### src/rtl/ms_timeout_timer_if.sv
// Call interface of the millisecond deadline timer: start/done handshake,
// command/argument, the time-source count and the timer status outputs.
interface ms_timeout_timer_if #(
  parameter int unsigned DATA_WIDTH = 32
);
  logic                  start_port;
  logic [1:0]            cmd;
  logic [DATA_WIDTH-1:0] arg;
  logic [DATA_WIDTH-1:0] now_ms;
  logic                  done_port;
  logic [DATA_WIDTH-1:0] return_port;
  logic                  expired;

  modport master (
    output start_port, cmd, arg, now_ms,
    input  done_port, return_port, expired
  );

  modport slave (
    input  start_port, cmd, arg, now_ms,
    output done_port, return_port, expired
  );
endinterface

### src/rtl/ms_timeout_timer.sv
// Single-slot millisecond deadline timer with ARM/POLL/CANCEL/WAIT calls;
// all deadline arithmetic is modulo 2^DATA_WIDTH and wrap-safe.
module ms_timeout_timer #(
  parameter int unsigned           DATA_WIDTH = 32,
  parameter logic [DATA_WIDTH-1:0] MAX_DELAY  = DATA_WIDTH'(2147483647)
) (
  input logic               clock,
  input logic               reset,
  ms_timeout_timer_if.slave bus
);

  typedef enum logic [1:0] {StIdle, StArmed, StExpired} timer_state_e;
  typedef enum logic {StReady, StWaiting} call_state_e;

  localparam logic [1:0] CmdArm    = 2'd0;
  localparam logic [1:0] CmdPoll   = 2'd1;
  localparam logic [1:0] CmdCancel = 2'd2;
  localparam logic [1:0] CmdWait   = 2'd3;

  timer_state_e          timer_q, timer_d;
  call_state_e           call_q, call_d;
  logic [DATA_WIDTH-1:0] deadline_q, deadline_d;
  logic [DATA_WIDTH-1:0] return_q, return_d;
  logic                  done_q, done_d;
  logic                  expired_q;

  logic [DATA_WIDTH-1:0] diff;
  logic                  reached;
  logic [DATA_WIDTH-1:0] remaining;
  logic [DATA_WIDTH-1:0] arg_sat;
  logic                  accept;

  // Signed view of (now - deadline): non-negative means the deadline has passed,
  // which stays correct across wrap of now_ms.
  assign diff      = bus.now_ms - deadline_q;
  assign reached   = ~diff[DATA_WIDTH-1];
  assign remaining = (timer_q == StArmed && !reached) ? (deadline_q - bus.now_ms) : '0;
  assign arg_sat   = (bus.arg > MAX_DELAY) ? MAX_DELAY : bus.arg;
  assign accept    = bus.start_port && (call_q == StReady);

  always_comb begin
    timer_d    = timer_q;
    deadline_d = deadline_q;
    if (timer_q == StArmed && reached) begin
      timer_d = StExpired;
    end
    // A call in the expiry cycle overrides the expiry transition.
    if (accept && bus.cmd == CmdArm) begin
      deadline_d = bus.now_ms + arg_sat;
      timer_d    = StArmed;
    end else if (accept && bus.cmd == CmdCancel) begin
      timer_d = StIdle;
    end
  end

  always_comb begin
    call_d   = call_q;
    done_d   = 1'b0;
    return_d = return_q;
    case (call_q)
      StReady: begin
        if (bus.start_port) begin
          unique case (bus.cmd)
            CmdArm: begin
              done_d   = 1'b1;
              return_d = arg_sat;
            end
            CmdPoll, CmdCancel: begin
              done_d   = 1'b1;
              return_d = remaining;
            end
            CmdWait: begin
              if (timer_q == StArmed && !reached) begin
                call_d = StWaiting;
              end else begin
                done_d   = 1'b1;
                return_d = '0;
              end
            end
          endcase
        end
      end
      StWaiting: begin
        if (timer_q != StArmed || reached) begin
          call_d   = StReady;
          done_d   = 1'b1;
          return_d = '0;
        end
      end
    endcase
  end

  always_ff @(posedge clock) begin
    if (!reset) begin
      timer_q    <= StIdle;
      call_q     <= StReady;
      deadline_q <= '0;
      return_q   <= '0;
      done_q     <= 1'b0;
      expired_q  <= 1'b0;
    end else begin
      timer_q    <= timer_d;
      call_q     <= call_d;
      deadline_q <= deadline_d;
      return_q   <= return_d;
      done_q     <= done_d;
      expired_q  <= (timer_d == StExpired);
    end
  end

  assign bus.done_port   = done_q;
  assign bus.return_port = return_q;
  assign bus.expired     = expired_q;

endmodule

### src/flat_wrapper.sv
// flat-port wrapper written by rule: the top's interface ports become plain ports
module ms_timeout_timer_flat 
#(
  parameter int unsigned           DATA_WIDTH = 32,
  parameter logic [DATA_WIDTH-1:0] MAX_DELAY  = DATA_WIDTH'(2147483647)
)
  (clock, reset, bus_start_port, bus_cmd, bus_arg, bus_now_ms, bus_done_port, bus_return_port, bus_expired);
  ms_timeout_timer_if #(.DATA_WIDTH(DATA_WIDTH)) bus_i ();
  input logic clock;
  input logic reset;
  input wire logic [$bits(bus_i.start_port)-1:0] bus_start_port;
  input wire logic [$bits(bus_i.cmd)-1:0] bus_cmd;
  input wire logic [$bits(bus_i.arg)-1:0] bus_arg;
  input wire logic [$bits(bus_i.now_ms)-1:0] bus_now_ms;
  output wire logic [$bits(bus_i.done_port)-1:0] bus_done_port;
  output wire logic [$bits(bus_i.return_port)-1:0] bus_return_port;
  output wire logic [$bits(bus_i.expired)-1:0] bus_expired;
  assign bus_i.start_port = bus_start_port;
  assign bus_i.cmd = bus_cmd;
  assign bus_i.arg = bus_arg;
  assign bus_i.now_ms = bus_now_ms;
  assign bus_done_port = bus_i.done_port;
  assign bus_return_port = bus_i.return_port;
  assign bus_expired = bus_i.expired;
  ms_timeout_timer #(.DATA_WIDTH(DATA_WIDTH), .MAX_DELAY(MAX_DELAY)) u_core (.clock(clock), .reset(reset), .bus(bus_i));
endmodule
### config.mk
export PLATFORM = sky130hd
export DESIGN_NAME = ms_timeout_timer_flat
export DESIGN_NICKNAME = d
export VERILOG_FILES = /design/src/rtl/ms_timeout_timer_if.sv /design/src/rtl/ms_timeout_timer.sv /design/src/flat_wrapper.sv
export SDC_FILE = /design/constraint.sdc
export NUM_CORES = 1
export LEC_CHECK = 0
export ABC_AREA = 0
export CAP_MARGIN = 20
export CORE_ASPECT_RATIO = 1.1
export CORE_MARGIN = 2
export CORE_UTILIZATION = 35
export CTS_CLUSTER_DIAMETER = 120
export DETAILED_ROUTE_END_ITERATION = 6
export GPL_TIMING_DRIVEN = 0
export SKIP_LAST_GASP = 1
export SYNTH_ARGS = -nofsm -noshare
export SYNTH_HDL_FRONTEND = slang
export SYNTH_SLANG_ARGS = --single-unit
### constraint.sdc
create_clock -name clock -period 4.8 [get_ports clock]
set_clock_uncertainty 0.05 [all_clocks]
set_input_delay 0.96 -clock clock [delete_from_list [all_inputs] [get_ports clock]]
set_output_delay 0.96 -clock clock [all_outputs]
set_load 0.02 [all_outputs]
==> results.json <==
{
  "wirelength_um": 22240,
  "pwr-share-clk": 0.348,
  "grtUsageTotal": 0.2095,
  "grt_max_degree": 12,
  "grt_pass1_vias": 6527,
  "slowest_delay_ns": 0.50,
  "critPathBufInv": 2,
  "rsz0062_at_grt": "false",
  "min_path_type": "flop to flop",
  "h-tree-depth": 3,
  "r2r-end": "u_core.bus.return_port[7]",
  "fill_cells": 1990,
  "crit_chain": "clkdlybuf4s50_1 > clkbuf_2 > or2_2 > ha_1 > nand4_1 > a21oi_1 > o211ai_1 > a21oi_2 > nor2_1 > o31ai_2 > a21oi_1 > a211oi_2 > mux2i_1 > a31oi_1",
  "finalHoldViolCount": 0,
  "wire_per_inst_um": 18.04,
  "path_class": "primary input to flop",
  "max_clock_freq_mhz": 218.8,
  "drv_cap": 0,
  "post-route-min-period_ns": 4.570,
  "p_sw_frac": 0.3438,
  "powerDensity_nw_per_um2": 234.6,
  "syn_to_final_growth_pct": 23.53,
  "multi_input_area_um2": 5077,
  "stdcell_count": 1233,
  "fin_hold_ws_ns": 0.4069,
  "cts_buffer_depth": 2,
  "die_width_um": 138.2,
  "path_common_cell": "a21oi_1",
  "netlist_area_um2": 6929,
  "cp-end-kind": "flop",
  "synthCells": 869,
  "crit_fanout": 10,
  "fin_crit_sh": 0.9520,
  "dp.cells": 1217,
  "regArea_um2": 1381,
  "via_per_inst": 5.404,
  "worstMarginPinSlew_ns": 0.8793,
  "setup_viol": 0,
  "drive_gt1_frac": 0.09036,
  "max-vdd-ir-drop_mv": 0.1836,
  "r2r-start": "u_core.deadline_q[20]",
  "clock_latency_ns": 0.36,
  "grt_pass1_wl_um": 34340,
  "initial_utilization": 0.3603,
  "cts_tree": "built",
  "antenna_found_initial": 0,
  "cts_root_buf": "clkbuf_16",
  "p_leak_nw": 3.678,
  "syn_nets": 1038,
  "io_buffers": 101,
  "clock_sinks": 69,
  "slew_viol_final": 0,
  "dieArea_um2": 20940,
  "yosysSeqAreaShare": 0.1993,
  "crit_start": "bus_arg[31]",
  "synth-main-ff-cell": "dfxtp_1",
  "combPwrFrac": 0.344,
  "ys_types": 70,
  "syn_area_per_cell_um2": 7.974,
  "finalPower_mw": 2.008,
  "cp-start-kind": "primary input",
  "path_delay_family": "compound AO/OA/AOI/OAI gates",
  "synth.largest_area_cell": "dfxtp_1",
  "clk_pin_slew_worst_paths_ns": 0.06,
  "intPower_mw": 1.317,
  "netlist.area_leader.share": 0.1993,
  "crit_arrival_ns": 4.74,
  "switchingPower_mw": 0.6903,
  "dp_slack_ns": -0.6715,
  "synth_seq_cells": 69,
  "cp_num_cells": 14,
  "fin_ws_ns": 0.2302,
  "rows": 53,
  "nNetsFinal": 1149,
  "ant_nets": 0,
  "slew_headroom": 0.4138,
  "dpl.hpwl_um": 17180,
  "drc": 0,
  "coreArea_um2": 19230,
  "worst_path_max_delay_cell": "clkdlybuf4s50_1",
  "ys_top_cells_by_area": "dfxtp_1, ha_1, a21oi_1",
  "cp.required_ns": 4.97,
  "cts_setup_buffers": 0,
  "hold_buffers": 0,
  "die_h_um": 151.6,
  "crit_end": "u_core.deadline_q[31]",
  "dr.pass1.iters": 6,
  "hold_path_depth": 1,
  "drtIter0Drc": 413,
  "pwr-share-seq": 0.309,
  "vias": 6663,
  "synth_enable_flop_cells": 0,
  "r2r_cells": 11,
  "ios": 103,
  "outcome": "finished, final reports clean",
  "yosysWarningCount": 0,
  "async_reset_ff_frac": 0,
  "gp_congestion": 0.9200,
  "final_util": 0.4451,
  "r2r_setup_slack_ns": 1.34,
  "gr-total-overflow": 0,
  "cts_inserted_buffers": 9
}
## worst min path at each step
| stage | start | end | slack [ns] |
|---|---|---|---|
| floorplan | u_core.timer_q[1] | u_core.timer_q[1] | 0.39 |
| global placement | u_core.bus.return_port[17] | u_core.bus.return_port[17] | 0.39 |
| detailed placement | u_core.bus.return_port[17] | u_core.bus.return_port[17] | 0.40 |
| CTS | u_core.bus.return_port[17] | u_core.bus.return_port[17] | 0.41 |
| global route | u_core.bus.return_port[17] | u_core.bus.return_port[17] | 0.43 |
| finish | u_core.bus.return_port[17] | u_core.bus.return_port[17] | 0.41 |
## layout by cell type, fill, tap and decap left out, types with 8 or more instances in the layout
| cell type | instances |
|---|---|
| nor2b_1 | 13 |
| a21oi_1 | 80 |
| clkbuf_1 | 22 |
| clkbuf_16 | 9 |
| a22oi_1 | 18 |
| nor3_1 | 10 |
| o21ai_0 | 28 |
| xnor2_1 | 33 |
| nor2_1 | 47 |
| xor2_1 | 17 |
| a21o_1 | 46 |
| nand3_1 | 24 |
| dfxtp_1 | 69 |
| o2bb2ai_2 | 20 |
| o21ai_1 | 11 |
| or2_2 | 32 |
| nand2b_1 | 9 |
| inv_1 | 79 |
| nand2_1 | 77 |
| clkdlybuf4s50_1 | 101 |
| ha_1 | 98 |
| o211ai_1 | 8 |
## logic make-up after synthesis
group / after synthesis / synth area share
AOI/OAI and AO/OA: 284 / 0.2958
buffers and inverters: 113 / 0.06988
and+or+nand+nor: 248 / 0.1793
adders and majority gates: 100 / 0.1827
xor gates and xnor gates: 51 / 0.06717
muxes: 4 / 0.005778
DFF: 69 / 0.1993
## flip-flops by register name, summed over array words and instances, names as in the netlist
name	count
u_core.bus.done_port	1
u_core.bus.expired	1
u_core.bus.return_port	32
u_core.call_q	1
u_core.deadline_q	32
u_core.timer_q	2
## synthesized netlist by cell type, types with 13 or more instances
cell / instances
inv_1: 79
a21o_1: 46
xnor2_1: 33
ha_1: 98
nor2b_1: 13
dfxtp_1: 69
a22oi_1: 18
nor2_1: 47
clkbuf_1: 24
o21ai_0: 29
nand2_1: 77
o2bb2ai_2: 20
a21oi_1: 81
nand3_1: 24
or2_2: 32
xor2_1: 17
## final cells by class
class	count	share of cell area
clock buffers	12	0.02880
flip-flops and latches	69	0.1614
diodes	1	0.0002924
plain buffers	33	0.02193
inverters	79	0.03464
multi-input cells	687	0.5932
well taps	247	0.03611
clock inverters	4	0.005555
repair buffers	101	0.1181
## metal layers
metal  vias to the layer above  routed length [um]  global-route usage
met5                         -                   0                   0
met4                         0                 532             0.07806
met3                        39                 811             0.03017
met2                       176               10550              0.3668
met1                      3137               10350              0.2631
li1                       3311                   -                   -
## through the flow
stage | instance area, um^2 | TNS (ns)
after floorplan | 6929 | 0
after global placement | 8249 | -1.903
after CTS | 8554 | 0
after detailed placement | 8249 | -2.002
after global routing | 8557 | 0
final | 8559 | 0
## worst register-to-register path, stage by stage (launching register included)
cell and delay, ns:
dfxtp_1 0.33, ha_1 0.27, clkbuf_1 0.27, and3_1 0.31, nand4_1 0.15, a21oi_1 0.28
o21ai_1 0.16, a21o_4 0.25, mux2i_1 0.15, nand2_1 0.30, buf_1 0.71, o2bb2ai_2 0.08
## power by group through the flow
stage / clock (mW) / combinational (mW) / sequential [mW]
3_3_place_gp: 0 / 0.674 / 0.631
5_1_grt: 0.728 / 0.757 / 0.623
3_5_place_dp: 0 / 0.676 / 0.632
6_report: 0.698 / 0.690 / 0.619
2_1_floorplan: 0 / 0.452 / 0.640
4_1_cts: 0.711 / 0.685 / 0.619
## repair_timing
item	in CTS	in global routing
resized for setup	3	6
endpoints found under the setup margin	1	5
pin swaps	0	0
No activity file was read; power rests on OpenSTA's default activity.
